File: config.mk
export PLATFORM = sky130hd
export DESIGN_NAME = csr_unit_flat
export DESIGN_NICKNAME = d
export VERILOG_FILES = /design/src/rtl/csr_if.sv /design/src/rtl/csr_unit.sv /design/src/flat_wrapper.sv
export SDC_FILE = /design/constraint.sdc
export NUM_CORES = 1
export LEC_CHECK = 0
export BUFFER_PORTS_ARGS = -buffer_cell sky130_fd_sc_hd__buf_2
export CORE_MARGIN = 2
export CORE_UTILIZATION = 55
export CTS_BUF_LIST = sky130_fd_sc_hd__clkbuf_4 sky130_fd_sc_hd__clkbuf_8
export DETAILED_ROUTE_END_ITERATION = 8
export PLACE_DENSITY = 0.78
export SLEW_MARGIN = 20
export SYNTH_ARGS = -nofsm -noshare
export SYNTH_HDL_FRONTEND = slang
export SYNTH_SLANG_ARGS = --single-unit
export TNS_END_PERCENT = 100
File: constraint.sdc
create_clock -name clk_i -period 4.1 [get_ports clk_i]
set_input_delay 0.41 -clock clk_i [delete_from_list [all_inputs] [get_ports clk_i]]
set_output_delay 0.41 -clock clk_i [all_outputs]
set_load 0.01 [all_outputs]
File: src/rtl/csr_if.sv
// csr_if: CSR request/response bus between the ID-stage decoder and csr_unit
interface csr_if;
  logic [11:0] csr_addr_i;
  logic        csr_read_i;
  logic        csr_write_i;
  logic        csr_op_inv_i;
  logic        csr_no_cal_i;
  logic        csr_zimm_en_i;
  logic [31:0] csr_zimm_i;
  logic [31:0] rs1_data_i;
  logic [31:0] csr_rdata_o;
  logic        csr_illegal_o;
  modport master (
    output csr_addr_i, csr_read_i, csr_write_i, csr_op_inv_i, csr_no_cal_i,
           csr_zimm_en_i, csr_zimm_i, rs1_data_i,
    input  csr_rdata_o, csr_illegal_o
  );
  modport slave (
    input  csr_addr_i, csr_read_i, csr_write_i, csr_op_inv_i, csr_no_cal_i,
           csr_zimm_en_i, csr_zimm_i, rs1_data_i,
    output csr_rdata_o, csr_illegal_o
  );
endinterface

File: src/rtl/csr_unit.sv
// csr_unit: machine-mode CSR file with trap state, interrupts and 64-bit counters
// Optional feature: define CSR_VECTORED_EN for vectored mtvec mode.
module csr_unit #(
  parameter logic [31:0] RESET_MTVEC = 32'h0000_0000,
  parameter logic [31:0] HART_ID     = 32'd0
) (
  input  logic        clk_i,
  input  logic        rst_n_i,
  csr_if.slave        bus,
  input  logic        trap_i,
  input  logic [31:0] trap_pc_i,
  input  logic [31:0] trap_cause_i,
  input  logic        mret_i,
  input  logic        instret_i,
  input  logic        irq_ext_i,
  input  logic        irq_timer_i,
  output logic [31:0] trap_vector_o,
  output logic [31:0] mepc_o,
  output logic        irq_pending_o
);
`ifdef CSR_VECTORED_EN
  localparam logic [31:0] MTVEC_MASK = 32'hFFFF_FFFD;
`else
  localparam logic [31:0] MTVEC_MASK = 32'hFFFF_FFFC;
`endif
  logic        r_mie, r_mpie, r_meie, r_mtie, r_meip, r_mtip;
  logic [31:0] r_mtvec, r_mscratch, r_mepc, r_mcause;
  logic [63:0] r_mcycle, r_minstret;
  logic [31:0] w_mstatus, w_mie, w_mip, w_old, w_src, w_new;
  logic        w_valid, w_illegal, w_we;
  assign w_mstatus = {19'b0, 2'b11, 3'b0, r_mpie, 3'b0, r_mie, 3'b0};
  assign w_mie     = {20'b0, r_meie, 3'b0, r_mtie, 7'b0};
  assign w_mip     = {20'b0, r_meip, 3'b0, r_mtip, 7'b0};
  // Old-value read mux; unlisted addresses are unimplemented
  always_comb begin
    w_valid = 1'b1;
    w_old   = '0;
    case (bus.csr_addr_i)
      12'h300: w_old = w_mstatus;
      12'h304: w_old = w_mie;
      12'h305: w_old = r_mtvec;
      12'h340: w_old = r_mscratch;
      12'h341: w_old = r_mepc;
      12'h342: w_old = r_mcause;
      12'h344: w_old = w_mip;
      12'hB00: w_old = r_mcycle[31:0];
      12'hB80: w_old = r_mcycle[63:32];
      12'hB02: w_old = r_minstret[31:0];
      12'hB82: w_old = r_minstret[63:32];
      12'hF14: w_old = HART_ID;
      default: w_valid = 1'b0;
    endcase
  end
  assign w_illegal = (bus.csr_read_i | bus.csr_write_i) &
                     (~w_valid | (bus.csr_write_i & (bus.csr_addr_i[11:10] == 2'b11)));
  assign w_src = bus.csr_zimm_en_i ? bus.csr_zimm_i : bus.rs1_data_i;
  assign w_new = bus.csr_no_cal_i ? w_src : bus.csr_op_inv_i ? (w_old & ~w_src) : (w_old | w_src);
  // Trap and mret flush any CSR write issued in the same cycle
  assign w_we  = bus.csr_write_i & ~w_illegal & ~trap_i & ~mret_i;
  assign bus.csr_rdata_o   = (bus.csr_read_i & ~w_illegal) ? w_old : 32'd0;
  assign bus.csr_illegal_o = w_illegal;
  assign mepc_o        = r_mepc;
  assign irq_pending_o = r_mie & ((r_meie & r_meip) | (r_mtie & r_mtip));
`ifdef CSR_VECTORED_EN
  assign trap_vector_o = {r_mtvec[31:2], 2'b00} +
                         ((r_mtvec[0] & trap_cause_i[31]) ? {trap_cause_i[29:0], 2'b00} : 32'd0);
`else
  assign trap_vector_o = r_mtvec;
`endif
  // Trap state, interrupt enables/pending and plain CSR storage
  always_ff @(posedge clk_i or negedge rst_n_i) begin
    if (!rst_n_i) begin
      r_mie      <= 1'b0;
      r_mpie     <= 1'b0;
      r_meie     <= 1'b0;
      r_mtie     <= 1'b0;
      r_meip     <= 1'b0;
      r_mtip     <= 1'b0;
      r_mtvec    <= RESET_MTVEC & MTVEC_MASK;
      r_mscratch <= '0;
      r_mepc     <= '0;
      r_mcause   <= '0;
    end else begin
      r_meip <= irq_ext_i;
      r_mtip <= irq_timer_i;
      if (trap_i) begin
        r_mepc   <= trap_pc_i & ~32'd1;
        r_mcause <= trap_cause_i;
        r_mpie   <= r_mie;
        r_mie    <= 1'b0;
      end else if (mret_i) begin
        r_mie  <= r_mpie;
        r_mpie <= 1'b1;
      end else if (w_we) begin
        case (bus.csr_addr_i)
          12'h300: begin r_mie <= w_new[3]; r_mpie <= w_new[7]; end
          12'h304: begin r_mtie <= w_new[7]; r_meie <= w_new[11]; end
          12'h305: r_mtvec    <= w_new & MTVEC_MASK;
          12'h340: r_mscratch <= w_new;
          12'h341: r_mepc     <= w_new & ~32'd1;
          12'h342: r_mcause   <= w_new;
          default: ;
        endcase
      end
    end
  end
  // Counters: a write to either half replaces it and suppresses that counter's increment
  always_ff @(posedge clk_i or negedge rst_n_i) begin
    if (!rst_n_i) begin
      r_mcycle   <= '0;
      r_minstret <= '0;
    end else begin
      if (w_we && bus.csr_addr_i == 12'hB00) r_mcycle[31:0] <= w_new;
      else if (w_we && bus.csr_addr_i == 12'hB80) r_mcycle[63:32] <= w_new;
      else r_mcycle <= r_mcycle + 64'd1;
      if (w_we && bus.csr_addr_i == 12'hB02) r_minstret[31:0] <= w_new;
      else if (w_we && bus.csr_addr_i == 12'hB82) r_minstret[63:32] <= w_new;
      else if (instret_i) r_minstret <= r_minstret + 64'd1;
    end
  end
endmodule
File: src/flat_wrapper.sv
// flat-port wrapper written by rule: the top's interface ports become plain ports
module csr_unit_flat 
#(
  parameter logic [31:0] RESET_MTVEC = 32'h0000_0000,
  parameter logic [31:0] HART_ID     = 32'd0
)
  (clk_i, rst_n_i, trap_i, trap_pc_i, trap_cause_i, mret_i, instret_i, irq_ext_i, irq_timer_i, trap_vector_o, mepc_o, irq_pending_o, bus_csr_addr_i, bus_csr_read_i, bus_csr_write_i, bus_csr_op_inv_i, bus_csr_no_cal_i, bus_csr_zimm_en_i, bus_csr_zimm_i, bus_rs1_data_i, bus_csr_rdata_o, bus_csr_illegal_o);
  csr_if bus_i ();
  input  logic clk_i;
  input  logic rst_n_i;
  input  logic trap_i;
  input  logic [31:0] trap_pc_i;
  input  logic [31:0] trap_cause_i;
  input  logic mret_i;
  input  logic instret_i;
  input  logic irq_ext_i;
  input  logic irq_timer_i;
  output logic [31:0] trap_vector_o;
  output logic [31:0] mepc_o;
  output logic irq_pending_o;
  input wire logic [$bits(bus_i.csr_addr_i)-1:0] bus_csr_addr_i;
  input wire logic [$bits(bus_i.csr_read_i)-1:0] bus_csr_read_i;
  input wire logic [$bits(bus_i.csr_write_i)-1:0] bus_csr_write_i;
  input wire logic [$bits(bus_i.csr_op_inv_i)-1:0] bus_csr_op_inv_i;
  input wire logic [$bits(bus_i.csr_no_cal_i)-1:0] bus_csr_no_cal_i;
  input wire logic [$bits(bus_i.csr_zimm_en_i)-1:0] bus_csr_zimm_en_i;
  input wire logic [$bits(bus_i.csr_zimm_i)-1:0] bus_csr_zimm_i;
  input wire logic [$bits(bus_i.rs1_data_i)-1:0] bus_rs1_data_i;
  output wire logic [$bits(bus_i.csr_rdata_o)-1:0] bus_csr_rdata_o;
  output wire logic [$bits(bus_i.csr_illegal_o)-1:0] bus_csr_illegal_o;
  assign bus_i.csr_addr_i = bus_csr_addr_i;
  assign bus_i.csr_read_i = bus_csr_read_i;
  assign bus_i.csr_write_i = bus_csr_write_i;
  assign bus_i.csr_op_inv_i = bus_csr_op_inv_i;
  assign bus_i.csr_no_cal_i = bus_csr_no_cal_i;
  assign bus_i.csr_zimm_en_i = bus_csr_zimm_en_i;
  assign bus_i.csr_zimm_i = bus_csr_zimm_i;
  assign bus_i.rs1_data_i = bus_rs1_data_i;
  assign bus_csr_rdata_o = bus_i.csr_rdata_o;
  assign bus_csr_illegal_o = bus_i.csr_illegal_o;
  csr_unit #(.RESET_MTVEC(RESET_MTVEC), .HART_ID(HART_ID)) u_core (.clk_i(clk_i), .rst_n_i(rst_n_i), .bus(bus_i), .trap_i(trap_i), .trap_pc_i(trap_pc_i), .trap_cause_i(trap_cause_i), .mret_i(mret_i), .instret_i(instret_i), .irq_ext_i(irq_ext_i), .irq_timer_i(irq_timer_i), .trap_vector_o(trap_vector_o), .mepc_o(mepc_o), .irq_pending_o(irq_pending_o));
endmodule
# Yosys cells after proc, flatten, opt, wreduce, memory -nomap -nowiden
# Cells that the tools add are included.
# Widths: inputs -> output; s select.
# word_totals
regBits	260
in_bits	152
output_inout_bits	98
elab_cells	101
# classes
addsub	2
n_eq_ne	16
mux	29
bitwise	20
reduce_logical	20
# op_table
operator	count
$mux 32	18
$pmux 32 s11	1
$add 64x1->64 const B	2
$eq 12x10->1 const B	7
$mux 64	1
$eq 12x12->1 const B	5
$and 32x32->32	1
$not 32->32	1
$or 32x32->32	1
$reduce_and 4->1	3
$reduce_or 12->1	1
$reduce_bool 2->1	5
$and 1x1->1	9
$mux 1	9
$reduce_and 2->1	3
$reduce_and 3->1	2
$reduce_bool 3->1	2
$not 1->1	5
$logic_and 1x1->1	4
$ne 2x1->1 const B	2
$or 1x1->1	3
$eq 2x2->1 const B	1
$ne 2x2->1 const B	1

# Longest topological paths before layout
# logic_depth
word_depth	13
ltp_mapped	11
depth_no_buf	7

# Least setup slack after synthesis
# OpenSTA, ideal clock, no wires.
# synth_path
path_kind	input-to-output
start	input bus_csr_addr_i[6]
end	output bus_csr_rdata_o[10]
t_arrival_ns	2.225
required_time_ns	3.690
slack_ns	1.465
cell_stages	8
n_path_buf	2
path_cell_list	clkbuf_1 > or4b_2 > nor3_1 > a21oi_1 > a32oi_1 > nand2_1 > clkbuf_1 > a31oi_1
# synth_between
elab_chain_cells	9
elab_cells_between_ends	21
cone_classes	12 x eq/ne; 3 x mux; 5 x bitwise; 1 x reduce/logical
# synth_rtl
item	line_no	text
start: declaration	flat_wrapper.sv:21	input wire logic [$bits(bus_i.csr_addr_i)-1:0] bus_csr_addr_i;
$eq 12x10->1 or $eq 12x12->1 (tied branches)	csr_unit.sv:38	case (bus.csr_addr_i)
$reduce_or 12->1 (no line)	--	
$mux 1	csr_unit.sv:38	
$not 1->1	csr_unit.sv:55	(~w_valid | (bus.csr_write_i & (bus.csr_addr_i[11:10] == 2'b11)));
$or 1x1->1	csr_unit.sv:55	
$and 1x1->1	csr_unit.sv:54	assign w_illegal = (bus.csr_read_i | bus.csr_write_i) &
$not 1->1	csr_unit.sv:60	assign bus.csr_rdata_o = (bus.csr_read_i & ~w_illegal) ? w_old : 32'd0;
$and 1x1->1	csr_unit.sv:60	
$mux 32 (*)	csr_unit.sv:60	
end: declaration	flat_wrapper.sv:29	output wire logic [$bits(bus_i.csr_rdata_o)-1:0] bus_csr_rdata_o;
# Every way passes the cells marked *; elsewhere a longest branch is shown, timed or not.

# Worst setup path after layout
# layout_path
start	input bus_csr_addr_i[11]
end	output bus_csr_rdata_o[30]
# The elaborated chain is that of the path after synthesis.

==> flow_metrics.tcl <==
set metrics [dict create \
    synth_seq_cells 259 \
    core_um2 31400 \
    cts_resized 0 \
    nets 2433 \
    p_per_area_nw_per_um2 317 \
    fmax_ghz 0.280 \
    vias 20200 \
    final_max_slew_viol_count 0 \
    cts_root_buf "clkbuf_8" \
    synth.area.top_cells "dfrtp_1, nand2_1, o21ai_0, mux2i_1, a22oi_1" \
    tns_ns 0 \
    startpoint_type "primary input" \
    p_leak_uw 0.00844 \
    vdd_ir_drop_max_mv 0.246 \
    die_h_um 182 \
    worst_pin_slew_ns 1.26 \
    synth_top_cell_by_area "dfrtp_1" \
    hold_path.class "in -> reg" \
    synth_cells 2026 \
    clock_skew_ns 0.0462 \
    finalPower_uw 6490 \
    ys.flop_type "dfrtp_1" \
    cts_sinks 259 \
    setup_viol 0 \
    netlist.area_leader.share_pct 37.2 \
    multi_input_area_um2 10100 \
    register_area_um2 6480 \
    finalWeightedCongestion 1.07 \
    io_pins 250 \
    grt_pass1_wl_um 126000 \
    synthArstFlopShare_pct 100 \
    timing.final.hold_violations 0 \
    slew-limit-headroom_pct 16.0 \
    ys_types 97 \
    grt-ovfl-total 0 \
    yosysSeqAreaShare_pct 37.2 \
    grtUsageTotal_pct 52.1 \
    start_util_pct 55.6 \
    cts_buffer_depth 3 \
    vias_per_cell 7.44 \
    slowest_stage "or4_1" \
    die_w_um 182 \
    rsz0062_at_grt "no" \
    port_buffers 245 \
    post_cts_buffers 0 \
    firstDrtPassIters 9 \
    status "finished clean" \
    final_layout_size_suffix_gt1_share_pct 23.1 \
    drc 0 \
    path_common_cell "buf_2" \
    numCtsBuffers 47 \
    syn_area_um2 17400 \
    nFillCells 2658 \
    area_growth_pct 17.3 \
    antenna_found_initial 8 \
    dieArea_um2 33200 \
    path_clk_slew_ns 0.06 \
    post_drt_wl_per_cell_um 32.2 \
    worstPathRequired_ns 3.69 \
    min_period_over_period_pct 87.0 \
    ant_nets 0 \
    rows 65 \
    worst-path-max-fanout 32 \
    clkLatencyLatePin_ns 0.66 \
    grt_max_degree 94 \
    cp_cell_sequence "buf_2 > nand4bb_4 > or4_1 > a211o_1 > a32oi_1 > nand2_1 > buf_4 > a31oi_1 > buf_2" \
    synth_warnings 0 \
    maxCapViolCount 0 \
    fin_crit_ns 3.57 \
    fin_util_pct 65.2 \
    critPathKind "in -> out" \
    routed_wl_um 87300 \
    max_stage_delay_ns 0.62 \
    synth_edf_count 0 \
    avgSynthCellArea_um2 8.61 \
    htreeDepth 2 \
    cts_hold_buf 13 \
    grt_pass1_vias 18900 \
    cts_tree "yes" \
    rrSetupSlack_ns 0.94 \
    detail_route.iter0.violations 3822 \
    crit_path_end_kind "output port" \
    worst_ep_arrival_time_ns 3.16 \
    post-dp-hpwl_um 63700 \
]
[critical path, delay by kind of cell]
family	cells	cell delay, ns
AND/OR/NAND/NOR	3	1.09
AO/OA/AOI/OAI	3	0.95
buffers and inverters	3	0.69
[cells by family (layout without fill, tap and decap cells)]
group           Yosys count  after routing  synth area share, %
simple gates            789            789                 25.2
compound gates          645            645                 24.5
flops                   259            259                 37.2
buf+inv                 192            474                 5.10
mux                      96             96                 5.75
xor+xnor                 42             42                 2.11
fa+ha+maj                 2              2                0.143
other cells               1              6               0.0215
[metal layers]
metal,global-route usage [%],vias to the layer above,share of wire [%]
li1,-,8258,-
met1,63.9,9551,35
met2,73.7,1856,40
met3,19.1,520,15
met4,42.0,6,9.9
met5,0,-,0.047
[cells in the mapped netlist, types with 9 or more instances]
master,number
nor4_1,28
nand4_1,90
mux2i_1,62
dfrtp_1,259
mux2_2,34
a31oi_1,32
o2bb2ai_1,10
buf_6,9
o31a_1,13
a22oi_1,79
buf_4,10
clkbuf_1,92
xor2_1,25
a41oi_1,13
nor3_1,45
and2_1,21
a2111oi_0,13
o21ai_1,55
a211oi_1,16
and4_1,19
nand3b_1,11
nand2_1,199
buf_2,49
inv_1,23
or3_1,23
o211ai_1,54
nor2_1,113
a21oi_1,104
and3_1,30
or4_1,15
o21ai_0,144
nor2b_1,32
xnor2_1,17
nor3b_1,13
nand3_1,87
[registers in the layout, indices dropped and copies added (netlist names)]
signal,flops
u_core.trap_vector_o,30
u_core.r_mscratch,32
u_core.r_mtip,1
u_core.r_mpie,1
u_core.r_minstret,64
u_core.r_mtie,1
u_core.r_meip,1
u_core.r_mcycle,64
u_core.mepc_o,31
u_core.r_mcause,32
u_core.r_meie,1
u_core.r_mie,1
[cell type report]
type | count | share of cell area [%]
well taps | 402 | 2.46
inverters | 23 | 0.422
multi-input cells | 1577 | 49.5
diodes | 3 | 0.0367
flip-flops and latches | 259 | 31.7
clock buffers | 68 | 4.36
clock inverters | 12 | 0.343
repair buffers | 371 | 11.1
[power by group]
group	internal, uW	switching [uW]
logic	345	620
clock network	1390	1220
registers	2680	237
[path summary, 6_finish.rpt]
kind                                      start              endpoint  cells after the start
min reg2reg                u_core.r_mscratch[8]  u_core.r_mscratch[8]                      2
min in group asynchronous               rst_n_i    u_core.r_mcause[8]                      2
max                          bus_csr_addr_i[11]   bus_csr_rdata_o[30]                      9
min                               trap_pc_i[31]     u_core.mepc_o[31]                      3
max reg2reg                  u_core.r_mcycle[0]   u_core.r_mcycle[56]                      7
max in group asynchronous               rst_n_i  u_core.r_minstret[0]                      3
[cell usage in the layout (no fill, tap or decap), drive strengths merged, types with 34 or more instances in the layout]
cell type | synthesis | final
nor3 | 57 | 57
nand2 | 200 | 200
dfrtp | 259 | 259
nand4 | 91 | 91
o211ai | 59 | 59
a21oi | 104 | 104
nor4 | 34 | 34
clkbuf | 94 | 68
buf | 75 | 358
nor2 | 115 | 115
a22oi | 80 | 80
mux2i | 62 | 62
nand3 | 87 | 87
mux2 | 34 | 34
o21ai | 199 | 199
[metrics by stage]
stage | setup slack [ns] | instance area (um2) | hold slack, ns | std cells
2_1_floorplan | 1.47 | 17500 | 0.114 | 2028
4_1_cts | 0.672 | 20400 | 0.00434 | 2712
6_report | 0.532 | 20500 | 0.00240 | 2715
5_1_grt | 0.567 | 20500 | 0.0117 | 2714
3_3_place_gp | 0.626 | 19300 | 0.457 | 2619
3_5_place_dp | 0.569 | 19300 | 0.471 | 2619
Note: power is estimated with default switching activity, not from simulation.
